## src/rtl/rs232_pkg.sv

```systemverilog
// Shared RS232 definitions: bit-timing terminal counts, receiver state type and tick counter type.
// Used by both the transmitter and the receiver so that their bit timing always matches.
package rs232_pkg;

  typedef logic [11:0] tick_t;

  localparam tick_t LIMIT_FAST = 12'd217;
  localparam tick_t LIMIT_SLOW = 12'd1302;

  typedef enum logic [1:0] {
    IDLE  = 2'd0,
    START = 2'd1,
    DATA  = 2'd2,
    STOP  = 2'd3
  } rx_state_t;

  // Tick count at which the start bit is re-checked (middle of the bit).
  function automatic tick_t half_lim(input tick_t lim);
    return lim >> 1;
  endfunction

endpackage

```

## src/rtl/rs232_sync.sv

```systemverilog
// Two-flop synchronizer for an asynchronous, idle-high serial input (RxD, CTS, ...).
// Both flops reset to 1 so that a reset never looks like a falling edge.
module rs232_sync (
  input  logic clk,
  input  logic rst,
  input  logic d,
  output logic q
);

  logic meta;

  // Metastability-filter chain.
  always_ff @(posedge clk or negedge rst) begin
    if (!rst) begin
      meta <= 1'b1;
      q    <= 1'b1;
    end else begin
      meta <= d;
      q    <= meta;
    end
  end

endmodule

```

## src/rtl/rs232_rcv.sv

```systemverilog
// RS232 8N1 receiver, LSB first, 115200/19200 bps from a 25 MHz clock, polled via rdy/done.
// Define RS232R_FERR_EN to add the sticky ferr output and the stop-bit break hold-off.
module rs232_rcv
  import rs232_pkg::*;
(
  input  logic       clk,
  input  logic       rst,
  input  logic       RxD,
  input  logic       fsel,
  input  logic       done,
  output logic [7:0] data,
  output logic       rdy,
  output logic       ovr
`ifdef RS232R_FERR_EN
  ,
  output logic       ferr
`endif
);

  rx_state_t  state, state_nx;
  tick_t      tick, tick_nx;
  tick_t      lim, lim_nx;
  logic [3:0] bitcnt, bitcnt_nx;
  logic [7:0] shreg, shreg_nx;
  logic       load, load_nx;
  logic       rxs, rxs_d, fall;
  logic [7:0] data_nx;
  logic       rdy_nx, ovr_nx;
`ifdef RS232R_FERR_EN
  logic       brk, brk_nx;
  logic       ferr_set, ferr_nx;
`endif

  rs232_sync u_sync (
    .clk (clk),
    .rst (rst),
    .d   (RxD),
    .q   (rxs)
  );

  assign fall = rxs_d & ~rxs;

  // Frame state machine: next state, counters and shift register.
  always_comb begin
    state_nx  = state;
    tick_nx   = tick;
    lim_nx    = lim;
    bitcnt_nx = bitcnt;
    shreg_nx  = shreg;
    load_nx   = 1'b0;
`ifdef RS232R_FERR_EN
    brk_nx    = brk;
    ferr_set  = 1'b0;
`endif
    case (state)
      IDLE: begin
        tick_nx = 12'd0;
        if (fall) begin
          state_nx = START;
          lim_nx   = fsel ? LIMIT_FAST : LIMIT_SLOW;
        end else begin
          state_nx = IDLE;
        end
      end
      START: begin
        if (tick == half_lim(lim)) begin
          tick_nx = 12'd0;
          if (!rxs) begin
            state_nx  = DATA;
            bitcnt_nx = 4'd0;
          end else begin
            state_nx = IDLE;
          end
        end else begin
          tick_nx = tick + 12'd1;
        end
      end
      DATA: begin
        if (tick == lim) begin
          tick_nx   = 12'd0;
          shreg_nx  = {rxs, shreg[7:1]};
          bitcnt_nx = bitcnt + 4'd1;
          if (bitcnt == 4'd7) begin
            state_nx = STOP;
          end else begin
            state_nx = DATA;
          end
        end else begin
          tick_nx = tick + 12'd1;
        end
      end
      STOP: begin
`ifdef RS232R_FERR_EN
        // After a bad stop bit, hold here until the line returns high (break).
        if (brk) begin
          if (rxs) begin
            state_nx = IDLE;
            brk_nx   = 1'b0;
          end else begin
            state_nx = STOP;
          end
        end else if (tick == lim) begin
          tick_nx = 12'd0;
          if (rxs) begin
            state_nx = IDLE;
            load_nx  = 1'b1;
          end else begin
            brk_nx   = 1'b1;
            ferr_set = 1'b1;
          end
        end else begin
          tick_nx = tick + 12'd1;
        end
`else
        if (tick == lim) begin
          tick_nx  = 12'd0;
          state_nx = IDLE;
          load_nx  = 1'b1;
        end else begin
          tick_nx = tick + 12'd1;
        end
`endif
      end
      default: begin
        state_nx = IDLE;
        tick_nx  = 12'd0;
      end
    endcase
  end

  // CPU-facing flags; a completing byte takes priority over a simultaneous done.
  always_comb begin
    data_nx = data;
    rdy_nx  = rdy;
    ovr_nx  = ovr;
    if (load) begin
      data_nx = shreg;
      rdy_nx  = 1'b1;
      if (rdy && !done) begin
        ovr_nx = 1'b1;
      end else begin
        ovr_nx = ovr;
      end
    end else if (done) begin
      rdy_nx = 1'b0;
      ovr_nx = 1'b0;
    end else begin
      rdy_nx = rdy;
    end
`ifdef RS232R_FERR_EN
    if (ferr_set) begin
      ferr_nx = 1'b1;
    end else if (done) begin
      ferr_nx = 1'b0;
    end else begin
      ferr_nx = ferr;
    end
`endif
  end

  // State and output registers.
  always_ff @(posedge clk or negedge rst) begin
    if (!rst) begin
      state  <= IDLE;
      tick   <= 12'd0;
      lim    <= LIMIT_SLOW;
      bitcnt <= 4'd0;
      shreg  <= 8'h00;
      load   <= 1'b0;
      rxs_d  <= 1'b1;
      data   <= 8'h00;
      rdy    <= 1'b0;
      ovr    <= 1'b0;
`ifdef RS232R_FERR_EN
      brk    <= 1'b0;
      ferr   <= 1'b0;
`endif
    end else begin
      state  <= state_nx;
      tick   <= tick_nx;
      lim    <= lim_nx;
      bitcnt <= bitcnt_nx;
      shreg  <= shreg_nx;
      load   <= load_nx;
      rxs_d  <= rxs;
      data   <= data_nx;
      rdy    <= rdy_nx;
      ovr    <= ovr_nx;
`ifdef RS232R_FERR_EN
      brk    <= brk_nx;
      ferr   <= ferr_nx;
`endif
    end
  end

endmodule

```

## config.mk

```make
export PLATFORM = sky130hd
export DESIGN_NAME = rs232_rcv
export DESIGN_NICKNAME = d
export VERILOG_FILES = /design/src/rtl/rs232_pkg.sv /design/src/rtl/rs232_sync.sv /design/src/rtl/rs232_rcv.sv
export SDC_FILE = /design/constraint.sdc
export NUM_CORES = 1
export LEC_CHECK = 0
export BUFFER_PORTS_ARGS = -buffer_cell sky130_fd_sc_hd__buf_2
export CAP_MARGIN = 20
export CORE_MARGIN = 4
export CORE_UTILIZATION = 48
export CTS_CLUSTER_SIZE = 8
export DETAILED_ROUTE_END_ITERATION = 16
export PLACE_DENSITY_LB_ADDON = 0.05
export SLEW_MARGIN = 20
export SYNTH_ARGS = -nofsm -noshare
export SYNTH_HDL_FRONTEND = slang
export SYNTH_SLANG_ARGS = --single-unit
export TNS_END_PERCENT = 20
```

## constraint.sdc

```tcl
create_clock -name clk -period 5.9 [get_ports clk]
set_clock_uncertainty 0.1 [all_clocks]
set_input_delay 1.475 -clock clk [delete_from_list [all_inputs] [get_ports clk]]
set_output_delay 1.475 -clock clk [all_outputs]
set_load 0.02 [all_outputs]
```

## After elaboration in Yosys (flattened, before gate mapping)

Index checks and enable logic that the tools add are counted.

- ROM bits: 0
- Register bits: 52
- Word-level logic and storage cells: 59
- Memories: 0
- Bits in writable memories: 0
- Latch bits: 0

- Shifts and indexed selects: 0
- Add/subtract/negate cells: 2
- Muxes and demuxes: 21
- Bitwise logic cells: 2
- Magnitude comparators: 0
- Reductions and logical operators: 11
- Divide/modulo/power cells: 0
- $mul: 0
- Equal/unequal tests: 11

Operators with widths:

| kind | number |
|---|---|
| 12-bit case mux with 3 select lines | 1 |
| 12-bit 2-to-1 mux | 2 |
| 12-bit by 1-bit adder with 12-bit output (second input constant) | 1 |
| 12-bit by 11-bit equality test with 1-bit output | 1 |
| 12-bit equality test | 1 |
| 4-bit 2-to-1 mux | 3 |
| 11-bit 2-to-1 mux | 1 |
| 1-bit 2-to-1 mux | 8 |
| 2-bit 2-to-1 mux | 4 |
| 2-bit != test (second input constant) | 4 |
| 2-bit case mux with 4 select lines | 1 |
| 4-bit case mux with 2 select lines | 1 |
| 2-bit AND reduction | 3 |
| 4-bit by 1-bit adder with 4-bit output (second input constant) | 1 |
| 2-bit equality test (second input constant) | 2 |
| 4-bit by 3-bit equality test with 1-bit output (second input constant) | 1 |
| 4-bit AND reduction | 1 |
| 2-bit nonzero test | 2 |
| 3-bit AND reduction | 1 |
| 2-bit by 1-bit equality test with 1-bit output (second input constant) | 1 |
| 2-bit logical NOT | 1 |
| 2-bit by 1-bit != test with 1-bit output (second input constant) | 1 |
| 2-bit OR reduction | 1 |
| 1-bit AND | 1 |
| other kinds (3) | 3 |

## Longest topological paths before layout

- Depth in word-level cells: 4
- Depth in mapped cells: 8
- Depth with buffers taken out: 6

## Modules after synthesis

A second synthesis with hierarchy kept.

- Cells, all modules: 161
- Area total of the unflattened synthesis: 1,900.6 um2

By module, submodules not included:

| module | times used | cells each | area each (um2) |
|---|---|---|---|
| rs232_rcv | 1 | 159 | 1,848.0 |
| rs232_sync | 1 | 2 | 52.6 |

## Worst setup path before layout

Ideal clock, no wire load.

- Kind: flip-flop to flip-flop
- From: register tick[0]
- To: register shreg[0]
- Stages on the path, launching flop included: 6
- Setup slack: 3.855 ns
- Arrival time: 1.820 ns
- Path buffers: 1
- Cells stage by stage: dfrtp_1 > or4_1 > a22oi_1 > and4_1 > buf_4 > mux2_2

- Word-level cells in the longest chain between the ends: 2

RTL lines:

| what | line | text |
|---|---|---|
| start: declaration | rs232_rcv.sv:21 | `tick_t tick, tick_nx;` |
| start signal: assignment | rs232_rcv.sv:180 | `tick <= tick_nx;` |
| 12-bit equality test | rs232_rcv.sv:79 | `if (tick == lim) begin` |
| 2-bit AND reduction (no source line) | n/a |  |
| end signal: assignment | rs232_rcv.sv:183 | `shreg <= shreg_nx;` |
| end: declaration | rs232_rcv.sv:24 | `logic [7:0] shreg, shreg_nx;` |

Every way passes these cells.
A chain may end at the register's enable or synchronous reset.

## Worst setup path after layout

- From: register tick[0]
- To: register bitcnt[0]

- Word-level cells in the longest chain between the ends: 3
- Elaborated cells on any way between the ends: 5
- Classes of those cells: 4 x eq/ne; 1 x reduce/logical

RTL lines:

| what | line | text |
|---|---|---|
| 12-bit equality test / 12-bit by 11-bit equality test with 1-bit output (equally long branches) | rs232_rcv.sv:79, rs232_rcv.sv:66 |  |
| 2-bit != test (no source line) | n/a |  |
| 4-bit AND reduction (no source line) (*) | n/a |  |
| end signal: assignment | rs232_rcv.sv:182 | `bitcnt <= bitcnt_nx;` |
| end: declaration | rs232_rcv.sv:23 | `logic [3:0] bitcnt, bitcnt_nx;` |

Every way passes the cells marked *; elsewhere a longest branch is shown, timed or not.

==> summary.txt <==
Floorplan
  • Die Y-Extent: between 70 and 80 microns
  • Die width: between 70 and 80 microns
  • Core area: ~3700 sq um
  • Die outline area: approximately 5000 sq um
  • Top-Level Pins: 15
  • Row count: 22
  • Initial Util: between 50% and 60%

Clocking
  • Clock tree from TritonCTS: yes
  • Clock sinks: 42
  • Resized Gates After CTS: 0
  • Clock input transition at the sequential cells of the worst setup and hold paths: approximately 0.08 ns
  • Later-pin clock latency in the skew report: ~0.29 ns
  • Root cell of the clock tree: sky130_fd_sc_hd__clkbuf_8
  • Hold-fix buffer count after cts: 0
  • CTS H-tree depth: 2
  • CTS Buffer Depth: 2
  • CTS buffer count: 5
  • Post-CTS setup buffer count: 0

Pwr
  • Power per cell area: between 300 and 400 nW/um^2
  • VDD IR-drop max: 0.000147 V
  • Total power draw: between 600 and 700 uW
  • Leakage power: about 0.99 nW

Synthesis
  • Synth top area cells: sky130_fd_sc_hd__dfrtp_1 50%, sky130_fd_sc_hd__mux2_2 11%, sky130_fd_sc_hd__dfstp_2 5.5%, sky130_fd_sc_hd__nor2_1 3.6%, sky130_fd_sc_hd__xor2_1 2.8%
  • Share of flip-flops with an asynchronous set or reset after synthesis: 100%
  • Most used standard cell by instance count after synthesis: sky130_fd_sc_hd__dfrtp_1
  • Most area-hungry cell type in the Yosys netlist: sky130_fd_sc_hd__dfrtp_1
  • Fraction of synthesized cell area taken by the top area cell type: around half
  • Synthesized-area fraction occupied by adder cells: under 10%
  • Post-synthesis compound-gate area fraction: under 10%
  • Dominant combinational cell family by area after synthesis: simple AND/OR/NAND/NOR gates
  • Post-synthesis share of cell area spent on and, or, nand and nor gates: ~17%
  • Syn avg cell area: around 12 sq um
  • Fraction of synthesized area in multiplexers: a little under an eighth
  • Count of state elements after synthesis: 42
  • Sequential cell area fraction in the yosys report: a little under three fifths
  • Synthesized-area fraction occupied by xor and xnor cells: between 5 and 6%
  • Syn Nets: roughly 170
  • Count of flip-flops with a built-in enable after synthesis: 0
  • Netlist Area Pre-Place: between 1500 and 2000 sq um
  • Most used flip-flop cell after synthesis: sky130_fd_sc_hd__dfrtp_1
  • Yosys warning count: 0
  • Leading cell types by count after synthesis: 38 x sky130_fd_sc_hd__dfrtp_1, 18 x sky130_fd_sc_hd__mux2_2, 18 x sky130_fd_sc_hd__nor2_1, 11 x sky130_fd_sc_hd__nand2_1
  • Distinct cell type count after synthesis: 43
  • Gate count of the mapped netlist: 161

Layout
  • Final-stage net count: between 150 and 200
  • Antenna cells: 0
  • Area growth, synth to finish: 9.08%
  • Share of cells above drive strength 1: 27.7%

Hold path
  • Hold path endpoint: u_sync.q
  • Min-Delay Path Depth: 0
  • Start point of the worst hold path: u_sync.meta
  • Worst min path class: flip-flop to flip-flop

Place
  • Weighted congestion reported at the end of routability-driven placement: 0.823
  • HPWL after DPL: 2.47 mm
  • Number of port buffers: 14

Route
  • # DRC: 0
  • Vias: 1243
  • Number of DRC violations after detailed-routing iteration 0: 46
  • Initial DRT Pass Iterations: 4
  • Detailed Route WL: 3.43 mm
  • Post-DR wirelength/cell: 15.2 microns
  • Vias/cell: between 5 and 6
  • Remaining antenna violation count after routing: 0

Global route
  • Antenna violations before repair: 0
  • Remaining global-route overflow: 0
  • Overall Global Routing Usage: between 10 and 15%
  • First-pass GRT wire length: slightly below 6 mm
  • Vias in the first global route: 1245
  • Maximum number of pins on one net before global-route repair: between 40 and 50

Job
  • Total of max-cap violations: 0

STA
  • RSZ-0062 raised after global routing: no
  • Fin crit period: approximately 2.4 ns
  • Worst slew margin relative to its limit: between 30% and 40%
  • Final sum of negative setup slack: 0 ns
  • Share of the cycle needed by the critical path after routing: around two fifths
  • Fmax: just over 400 MHz
  • Number of endpoints failing setup at the final stage: 0
  • Fin. max-slew vios: 0
  • Transition time of the tightest slew-check pin: 0.902 ns
  • Number of hold violations in the final report: 0

Worst setup path
  • Worst-path maximum fanout: 11
  • Longest individual stage delay on the worst path: around 0.57 ns
  • Data required time at the worst endpoint: ~6.0 ns
  • Crit path max-delay cell type: sky130_fd_sc_hd__or4_1
  • Worst flop-to-flop path endpoint: bitcnt[0]
  • Sort of element at the end of the critical path: flip-flop
  • Reg-to-reg setup timing slack: ~3.5 ns
  • Sequence of cells on the critical path: or4_1 -> a22oi_1 -> and4_1 -> a31oi_1 -> mux2_2
  • CP Class: flip-flop to flip-flop
  • Number of cells traversed by the worst register-to-register path: 5
  • Arrival time reported for the critical path endpoint: about 2.5 ns
  • Reg-to-reg startpoint: tick[0]
  • Category of the worst setup path launch point: flip-flop

Status
  • Status: completed
==> power by group <==
group	switching [mW]	internal, mW	total (mW)
clock network	0.0928	0.0834	0.176
logic	0.0609	0.0559	0.117
registers	0.0430	0.316	0.359
total	0.197	0.455	0.652
==> cell type report <==
cell class	count	area [sq um]
clock buffers	6	72.6
clock inverters	2	13.8
fillers	342	1670
inverters	2	7.51
multi-input cells	111	793
flip-flops and latches	42	1060
well taps	48	60.1
repair buffers	14	70.1
==> cell usage in the layout (no fill, tap or decap), types with 2 or more instances in the layout <==
cell type / instances
sky130_fd_sc_hd__a21oi_1: 5
sky130_fd_sc_hd__and3_1: 2
sky130_fd_sc_hd__and3_2: 2
sky130_fd_sc_hd__buf_2: 14
sky130_fd_sc_hd__clkbuf_8: 5
sky130_fd_sc_hd__dfrtp_1: 38
sky130_fd_sc_hd__dfstp_2: 4
sky130_fd_sc_hd__ha_1: 2
sky130_fd_sc_hd__inv_1: 2
sky130_fd_sc_hd__mux2_2: 18
sky130_fd_sc_hd__mux2i_1: 2
sky130_fd_sc_hd__nand2_1: 11
sky130_fd_sc_hd__nand3_1: 6
sky130_fd_sc_hd__nand4_1: 3
sky130_fd_sc_hd__nor2_1: 18
sky130_fd_sc_hd__nor2b_1: 3
sky130_fd_sc_hd__nor3_1: 2
sky130_fd_sc_hd__o21ai_0: 2
sky130_fd_sc_hd__o2bb2ai_1: 2
sky130_fd_sc_hd__or3_1: 2
sky130_fd_sc_hd__or4_1: 3
sky130_fd_sc_hd__xnor2_1: 5
sky130_fd_sc_hd__xor2_1: 6
==> per-stage QoR <==
step | instance area (sq um) | utilization [%] | worst slack, ns | hold WS, ns | cells
floorplan | 1900 | - | 3.86 | 0.245 | 161
global placement | 1990 | 53.1 | 3.58 | 0.248 | 217
detailed placement | 1990 | 53.1 | 3.50 | 0.251 | 217
CTS | 2070 | 55.4 | 3.46 | 0.262 | 225
global route | 2070 | 55.4 | 3.36 | 0.269 | 225
finish | 2070 | 55.4 | 3.48 | 0.262 | 225
==> how the worst max path moves through the flow <==
stage	from	endpoint	slack [ns]	depth (start not counted)
2_1_floorplan	tick[0]	shreg[0]	3.86	5
3_3_place_gp	tick[0]	bitcnt[0]	3.58	5
3_5_place_dp	tick[0]	bitcnt[0]	3.50	5
4_1_cts	rdy	rdy	3.46	1
5_1_grt	tick[0]	bitcnt[0]	3.36	5
6_report	tick[0]	bitcnt[0]	3.48	5
==> sequential cells by signal, indices dropped and copies added (netlist names), named ones only <==
name	count
bitcnt	4
data	8
lim	2
load	1
ovr	1
rdy	1
rxs_d	1
shreg	8
state	1
tick	12
u_sync.meta	1
u_sync.q	1
==> critical path: cells and delay by family, from the launching register on <==
kind	cells	cell delay, ns
flops	1	0.45
mux	1	0.30
simple gates	2	1.09
compound gates	2	0.36
==> kinds of logic after synthesis <==
family,after synthesis
flops,42
buf+inv,8
simple gates,61
mux,20
compound gates,17
fa+ha+maj,2
xor+xnor,11
==> routing by layer <==
layer | vias to the layer above | GRT usage, % | wire [microns]
met3 | 5 | 4.40 | 140
met2 | 18 | 24.3 | 1670
li1 | 601 | - | -
met1 | 619 | 18.1 | 1590
met5 | - | 0 | 0
met4 | 0 | 4.59 | 27
Note: power is estimated with default switching activity, not from simulation.
